$ cat src/rtl/tx_link_arbiter.sv
// Round-robin arbiter sharing the 2-bit serial TX link between up to four requesters.
// Optional TX_LINK_PARITY_EN appends a {0,P} parity symbol after the payload.
module tx_link_arbiter #(
    parameter int NUM_REQ    = 3,
    parameter int DATA_W     = 16,
    parameter int GAP_CYCLES = 1
) (
    input  logic                      clk,
    input  logic                      rst_n,
    input  logic [NUM_REQ-1:0]        req_valid,
    input  logic [NUM_REQ*DATA_W-1:0] req_data,
    output logic [NUM_REQ-1:0]        req_ready,
    output logic [1:0]                tx_pins,
    output logic                      busy,
    output logic [1:0]                grant_id
);
    localparam int PAIRS = DATA_W / 2;
    localparam int CNT_W = $clog2(PAIRS + 1);
    localparam logic [CNT_W-1:0] CNT_LAST = CNT_W'(PAIRS - 1);
    localparam logic [3:0]       GAP_LAST = 4'(GAP_CYCLES > 0 ? GAP_CYCLES - 1 : 0);

    typedef enum logic [2:0] {
        IDLE, START, HDR, SHIFT, GAP
`ifdef TX_LINK_PARITY_EN
        , PARITY
`endif
    } state_t;

    state_t            state, state_d;
    logic [1:0]        tx_d, gid_d, ptr, ptr_d, win_id;
    logic              busy_d, win_found;
    logic [DATA_W-1:0] sh, sh_d;
    logic [CNT_W-1:0]  cnt, cnt_d;
    logic [3:0]        gap_cnt, gap_d;
    logic [3:0]        valid4, ready4;
    logic [DATA_W-1:0] words [4];
`ifdef TX_LINK_PARITY_EN
    logic              par, par_d;
`endif

    // Pad requesters out to four slots so the winner index is always a clean 2-bit select.
    assign valid4 = 4'(req_valid);
    always_comb begin
        for (int i = 0; i < 4; i++) words[i] = '0;
        for (int i = 0; i < NUM_REQ; i++) words[i] = req_data[i*DATA_W +: DATA_W];
    end

    always_comb begin
        win_found = 1'b0;
        win_id    = '0;
        for (int off = 1; off <= NUM_REQ; off++) begin
            if (!win_found && valid4[2'((int'(ptr) + off) % NUM_REQ)]) begin
                win_found = 1'b1;
                win_id    = 2'((int'(ptr) + off) % NUM_REQ);
            end
        end
    end

    assign ready4    = (state == IDLE && win_found) ? (4'b0001 << win_id) : 4'b0000;
    assign req_ready = ready4[NUM_REQ-1:0];

    always_comb begin
        state_d = state;
        tx_d    = tx_pins;
        busy_d  = busy;
        gid_d   = grant_id;
        ptr_d   = ptr;
        sh_d    = sh;
        cnt_d   = cnt;
        gap_d   = gap_cnt;
`ifdef TX_LINK_PARITY_EN
        par_d   = par;
`endif
        case (state)
            IDLE: begin
                tx_d   = 2'b00;
                busy_d = 1'b0;
                if (win_found) begin
                    state_d = START;
                    tx_d    = 2'b01;
                    busy_d  = 1'b1;
                    gid_d   = win_id;
                    ptr_d   = win_id;
                    sh_d    = words[win_id];
`ifdef TX_LINK_PARITY_EN
                    par_d   = ^{win_id, words[win_id]};
`endif
                end
            end
            START: begin
                tx_d    = grant_id;
                state_d = HDR;
            end
            HDR: begin
                tx_d    = sh[1:0];
                sh_d    = sh >> 2;
                cnt_d   = CNT_LAST;
                state_d = SHIFT;
            end
            SHIFT: begin
                if (cnt != '0) begin
                    tx_d  = sh[1:0];
                    sh_d  = sh >> 2;
                    cnt_d = cnt - 1'b1;
                end else begin
`ifdef TX_LINK_PARITY_EN
                    tx_d    = {1'b0, par};
                    state_d = PARITY;
`else
                    tx_d = 2'b00;
                    if (GAP_CYCLES == 0) begin
                        state_d = IDLE;
                        busy_d  = 1'b0;
                    end else begin
                        state_d = GAP;
                        gap_d   = GAP_LAST;
                    end
`endif
                end
            end
`ifdef TX_LINK_PARITY_EN
            PARITY: begin
                tx_d = 2'b00;
                if (GAP_CYCLES == 0) begin
                    state_d = IDLE;
                    busy_d  = 1'b0;
                end else begin
                    state_d = GAP;
                    gap_d   = GAP_LAST;
                end
            end
`endif
            GAP: begin
                tx_d = 2'b00;
                if (gap_cnt == 4'd0) begin
                    state_d = IDLE;
                    busy_d  = 1'b0;
                end else begin
                    gap_d = gap_cnt - 4'd1;
                end
            end
            default: begin
                state_d = IDLE;
                tx_d    = 2'b00;
                busy_d  = 1'b0;
            end
        endcase
    end

    always_ff @(posedge clk or negedge rst_n) begin
        if (!rst_n) begin
            state    <= IDLE;
            tx_pins  <= 2'b00;
            busy     <= 1'b0;
            grant_id <= 2'b00;
            ptr      <= 2'(NUM_REQ - 1);
            sh       <= '0;
            cnt      <= '0;
            gap_cnt  <= '0;
`ifdef TX_LINK_PARITY_EN
            par      <= 1'b0;
`endif
        end else begin
            state    <= state_d;
            tx_pins  <= tx_d;
            busy     <= busy_d;
            grant_id <= gid_d;
            ptr      <= ptr_d;
            sh       <= sh_d;
            cnt      <= cnt_d;
            gap_cnt  <= gap_d;
`ifdef TX_LINK_PARITY_EN
            par      <= par_d;
`endif
        end
    end
endmodule

$ cat config.mk
export PLATFORM = sky130hd
export DESIGN_NAME = tx_link_arbiter
export DESIGN_NICKNAME = d
export VERILOG_FILES = /design/src/rtl/tx_link_arbiter.sv
export SDC_FILE = /design/constraint.sdc
export NUM_CORES = 1
export LEC_CHECK = 0
export ABC_AREA = 0
export BUFFER_PORTS_ARGS = -buffer_cell sky130_fd_sc_hd__buf_2
export CAP_MARGIN = 20
export CELL_PAD_IN_SITES_DETAIL_PLACEMENT = 1
export CELL_PAD_IN_SITES_GLOBAL_PLACEMENT = 2
export CORE_UTILIZATION = 28
export DETAILED_ROUTE_END_ITERATION = 12
export GPL_ROUTABILITY_DRIVEN = 0
export GPL_TIMING_DRIVEN = 0
export PLACE_DENSITY_LB_ADDON = 0.08
export SLEW_MARGIN = 20
export SYNTH_ARGS = -nofsm -noshare
export SYNTH_HDL_FRONTEND = slang
export SYNTH_SLANG_ARGS = --single-unit
$ cat constraint.sdc
create_clock -name clk -period 3.47 [get_ports clk]
set_input_delay 0.5205 -clock clk [delete_from_list [all_inputs] [get_ports clk]]
set_output_delay 0.5205 -clock clk [all_outputs]
set_load 0.1 [all_outputs]
# After elaboration in Yosys (flattened, before gate mapping)
# Cells that the tools add are included.
# op_classes
addsub	5
mul	0
n_div	3
magnitude_cmp	4
n_eq_ne	9
n_shift	1
muxes	37
bitwise	2
n_reduce_logical	18
# op_table
op	n
32-bit by 3-bit remainder unit with 32-bit output (second input constant)	3
16-bit 2-to-1 mux	4
16-bit case mux with 3 select lines	1
16-bit binary-select mux with 2-bit select	1
4-bit case mux with 2 select lines	2
3-bit case mux with 5 select lines	1
2-bit by 4-bit < comparator with 1-bit output (second input constant)	3
1-bit 2-to-1 mux	12
3-bit 2-to-1 mux	4
4-bit 2-to-1 mux	3
2-bit inequality test (second input constant)	5
3-bit AND reduction	3
2-bit 2-to-1 mux	4
2-bit case mux with 4 select lines	1
4-bit by 1-bit subtractor with 4-bit output (second input constant)	2
2-bit by 2-bit adder with 3-bit output (second input constant)	2
1-bit binary-select mux with 2-bit select	3
3-bit by 2-bit equality test with 1-bit output (second input constant)	2
2-bit AND reduction	3
4-bit logical NOT	1
2-bit nonzero test	2
4-bit nonzero test	1
2-bit by 1-bit adder with 3-bit output (second input constant)	1
3-bit by 1-bit equality test with 1-bit output (second input constant)	1
other kinds (11)	14
# word_totals
register_bits	34
latch_bits	0
ramBits	0
romBits	0
input_bits	53
out_inout_bits	8
wordCells	87
mem_count	0

# Logic depth before layout (Yosys ltp)
# logic_depth
depth_word	18
depth_mapped	11

# Worst setup path before layout
# OpenSTA, ideal clock, no wires.
# synth_timing
path_type	register to output
from	register grant_id[0] (netlist name)
to	output port req_ready[0]
arrival_time_ns	3.316
setup_slack_ns	-0.366
path_stages_with_launch	11
n_path_buf	2
path_cell_list	dfrtp_1 > inv_1 > ha_1 > buf_2 > nand2b_1 > a32oi_1 > o22ai_1 > nand2_1 > clkbuf_1 > nand2_1 > a21oi_1
# synth_rtl
item	line_no	rtl
end, declared	12	output logic [NUM_REQ-1:0] req_ready,

# Final worst setup path
# layout_timing
from	register ptr[1]
to	output port req_ready[1]
# layout_between
elab_chain_len	14
elab_cells_between_ends	28
# layout_rtl
item	line_no	rtl
start, declared	30	logic [1:0] tx_d, gid_d, ptr, ptr_d, win_id;
start signal, assigned	156	ptr <= 2'(NUM_REQ - 1);
start signal, assigned	168	ptr <= ptr_d;
2-bit by 1-bit adder with 3-bit output	52, 54	
32-bit by 3-bit remainder unit with 32-bit output	52, 54	
1-bit binary-select mux with 2-bit select	52	if (!win_found && valid4[2'((int'(ptr) + off) % NUM_REQ)]) begin
1-bit 2-to-1 mux (not written as such) (2 in series)	52	
1-bit 2-to-1 mux	52	
1-bit logical NOT	52	
1-bit logical AND	52	
1-bit 2-to-1 mux	52	
1-bit logical NOT	52	
1-bit logical AND	52	
2-bit 2-to-1 mux or 1-bit 2-to-1 mux (tied branches)	52	
1-bit by 2-bit << shifter with 3-bit output or 1-bit logical AND (tied branches)	59	assign ready4 = (state == IDLE && win_found) ? (4'b0001 << win_id) : 4'b0000;
3-bit 2-to-1 mux (*)	59	
# Mark *: on every way between the ends. The rest lies on a longest branch, timed or not. The select of a mux whose other input is x is not followed.

==> impl_results.md <==
* Status: completed
* Die area at between 8000 and 9000 sq um
* DR vias/cell at ~5
* Worst Path Buf+Inv at 3
* Power Dens Cells at between 900 and 1000 nW/um^2
* Starting density of the core at 0.291
* Post-detail-place hpwl at around 4.7 mm
* Die height at 91.6 um
* Largest family of logic cells by synthesized area: compound AO/OA/AOI/OAI gates
* # nets final at 367
* Clock Root Buffer: clkbuf_8
* WL final at a little over 6 mm
* Max_cap viols at 0
* Max VDD drop at ~0.00048 V
* Top cell type's share of synthesized area at 0.356
* Row count at 32
* Arr. time, crit path at 2.82 ns
* Synth async-reset ratio at 1.00
* Clk Latency, worst-skew pair at approximately 0.28 ns
* Final Max Slew Viols at 0
* Crit path max-delay cell type: dfstp_2
* Crit path launch type: register
* Worst-margin pin slew at 0.765 ns
* Drt drc at 0
* Vias in the first global route at between 2000 and 2500
* Global Route Usage Sum at 0.156
* GRT Residual Overflow at 0
* Final TNS setup at 0 ns
* Synth Flop Type: dfrtp_1
* Initial antenna violation count at 0
* P_sw at 1.35 mW
* Most used cell, CP: buf_2
* Pre-antenna DRT Iters at 4
* Clock share of power at 0.138
* Final antenna-violating net count at 0
* Syn Inst Count at ~240
* Pin count of the biggest net entering global routing at 34
* Share of layout cells above drive strength 1 at 0.362
* Area leader, netlist: dfrtp_1
* Simple-gate share of the synthesized area at 0.220
* Crit path time final at 3.34 ns
* Final core utilization at 0.368
* Clk buf depth at 2
* Adder-Cell Fraction of Synth Area at 0.0334
* Crit path kind: reg -> out
* Worst EP required at between 2 and 3 ns
* Leak Pwr at 1.34 nW
* Post-synth top cells: dfrtp_1 (32), nand2_1 (21), o21ai_0 (21)
* Synth Area in XOR/XNOR at 0.00390
* CTS tree: yes
* Multi-input gate area at about 1300 sq um
* Total core area at 7730 sq um
* Reg clk slew, reported paths at roughly 0.07 ns
* Filler Cells Inserted at 940
* Drt initial violations at 26
* Register area share after synthesis at 0.368
* # Post-CTS Setup Buffers at 0
* Number of synthesized flops with an enable pin at 0
* Fin crit share at 0.962
* Total number of vias at just over 2000
* Yosys warnings at 0
* Combinational group share of total power at 0.644
* Worst setup EP type: output pin
* Internal Power at between 1 and 1.5 mW
* Slowest stage delay, CP at between 0.5 and 0.6 ns
* Number of port buffers at 60
* Synth area leaders: dfrtp_1 (36%), and3_1 (4.7%), o21ai_0 (4.7%), a211oi_2 (4.5%), o211ai_2 (4.5%)
* Unique masters post-synth at 47
* CP cell instances: ha_2 -> buf_2 -> o21a_4 -> nor4b_4 -> or4_1 -> buf_2 -> nor2_2 -> and3_4 -> buf_12
* Syn_nets at 300
* Synth Area in Compound Gates at 0.284
* Per-cell routed wire length at ~15 um
* First-pass GRT wire length at just over 10 mm
* Area grow syn2layout at 26.4%
* Peak Freq at approximately 300 MHz
* Top cell family by delay on the critical path: simple AND/OR/NAND/NOR gates
* Worst slew margin at 0.490
* I/O pin count at 61
* Diodes inserted at 0
* R2R cell count at 8
* Most common cell in the synthesized netlist: dfrtp_1
* Register area at between 800 and 900 sq um
* Cell depth of the worst setup path at 9
* Multiplexer area fraction after synthesis at 0.0267
* Num CTS Buffers at 5
* Sequential power share at 0.218
* Hold bufs inserted after CTS at 0
* Synth Area per Inst at between 9 and 10 sq um
* Synthesis-stage register bit count at 33
* Switching Share at 0.489
* Crit Path Max Fanout at 10
* Final Hold Violating Endpoints at 0
* Final setup violation count at 0
* Layout Skew at between 0.002 and 0.003 ns
* Unrepaired setup endpoints after global routing: false
* Die W at roughly 90 um
* CTS resizes at 7
* CTS Sinks at 33
* Post-Syn Area at between 2000 and 2500 sq um
* H-Tree Depth at 2
* Hold WC Path Type: in -> async
final cells by class:
class	instances	area share
multi-input cells	178	0.457
flip-flops and latches	33	0.292
repair buffers	60	0.114
well taps	102	0.0449
plain buffers	17	0.0339
clock buffers	7	0.0304
inverters	13	0.0181
clock inverters	1	0.0106
layout by cell type, fill, tap and decap left out, types with 7 or more instances in the layout:
cell type,netlist,layout
o21ai_0,21,21
inv_1,12,12
o211ai_1,7,7
nand3_1,16,16
and3_1,17,16
nand2_1,21,20
dfrtp_1,32,31
a211oi_2,8,8
o211ai_2,8,8
clkbuf_1,7,7
buf_2,5,62
worst register-to-register path: cells and delay by family, from the launching register on:
family,cells,cell delay [ns]
compound gates,3,0.64
fa+ha+maj,1,0.28
flops,1,0.56
buf+inv,2,0.60
simple gates,2,0.54
sequential cells by signal (all words and copies together), names as in the netlist:
register,flops
busy,1
cnt,4
gap_cnt,4
grant_id,2
ptr,1
sh,16
state,3
tx_pins,2
stage by stage:
stage	instance area [sq um]	hold WS, ns	total power [mW]	worst slack, ns	std cells
floorplan	2250	0.225	1.98	0.176	241
global placement	2680	0.481	2.40	0.0258	403
detailed placement	2680	0.488	2.40	0.0223	403
CTS	2820	0.336	2.80	0.00247	411
global route	2840	0.362	3.00	0.0144	411
finish	2840	0.306	2.75	0.134	411
worst paths after layout:
kind,startpoint,to,slack (ns)
max reg2reg,ptr[1],sh[0],0.78
min reg2reg,sh[3],sh[3],0.50
min,rst_n,gap_cnt[0],0.31
max,ptr[1],req_ready[1],0.13
max in group asynchronous,rst_n,grant_id[0],2.63
min in group clk,req_data[46],sh[14],0.49
layer usage:
layer	vias to the layer above	GRT usage	share of wire	wire length (um)
met2	35	0.238	0.47	2830
met4	0	0.0437	0.013	79
met3	6	0.0307	0.034	204
met5	-	0	0	0
met1	946	0.223	0.49	2960
li1	1029	-	-	-
cell families after synthesis:
logic type,Yosys count
AO/OA/AOI/OAI,80
XOR/XNOR,1
multiplexers,6
buffers and inverters,30
adder cells (fa/ha/maj),6
AND/OR/NAND/NOR,85
flip-flops,33
power by group through the flow:
stage                     Sequential, mW  Clock (mW)  Combinational, mW
after global placement             0.606           0               1.79
after detailed placement           0.607           0               1.79
after CTS                          0.601       0.393               1.80
final                              0.600       0.380               1.77
after global routing               0.616       0.407               1.98
after floorplan                    0.665           0               1.32
Power figures use the tool's default switching activity.
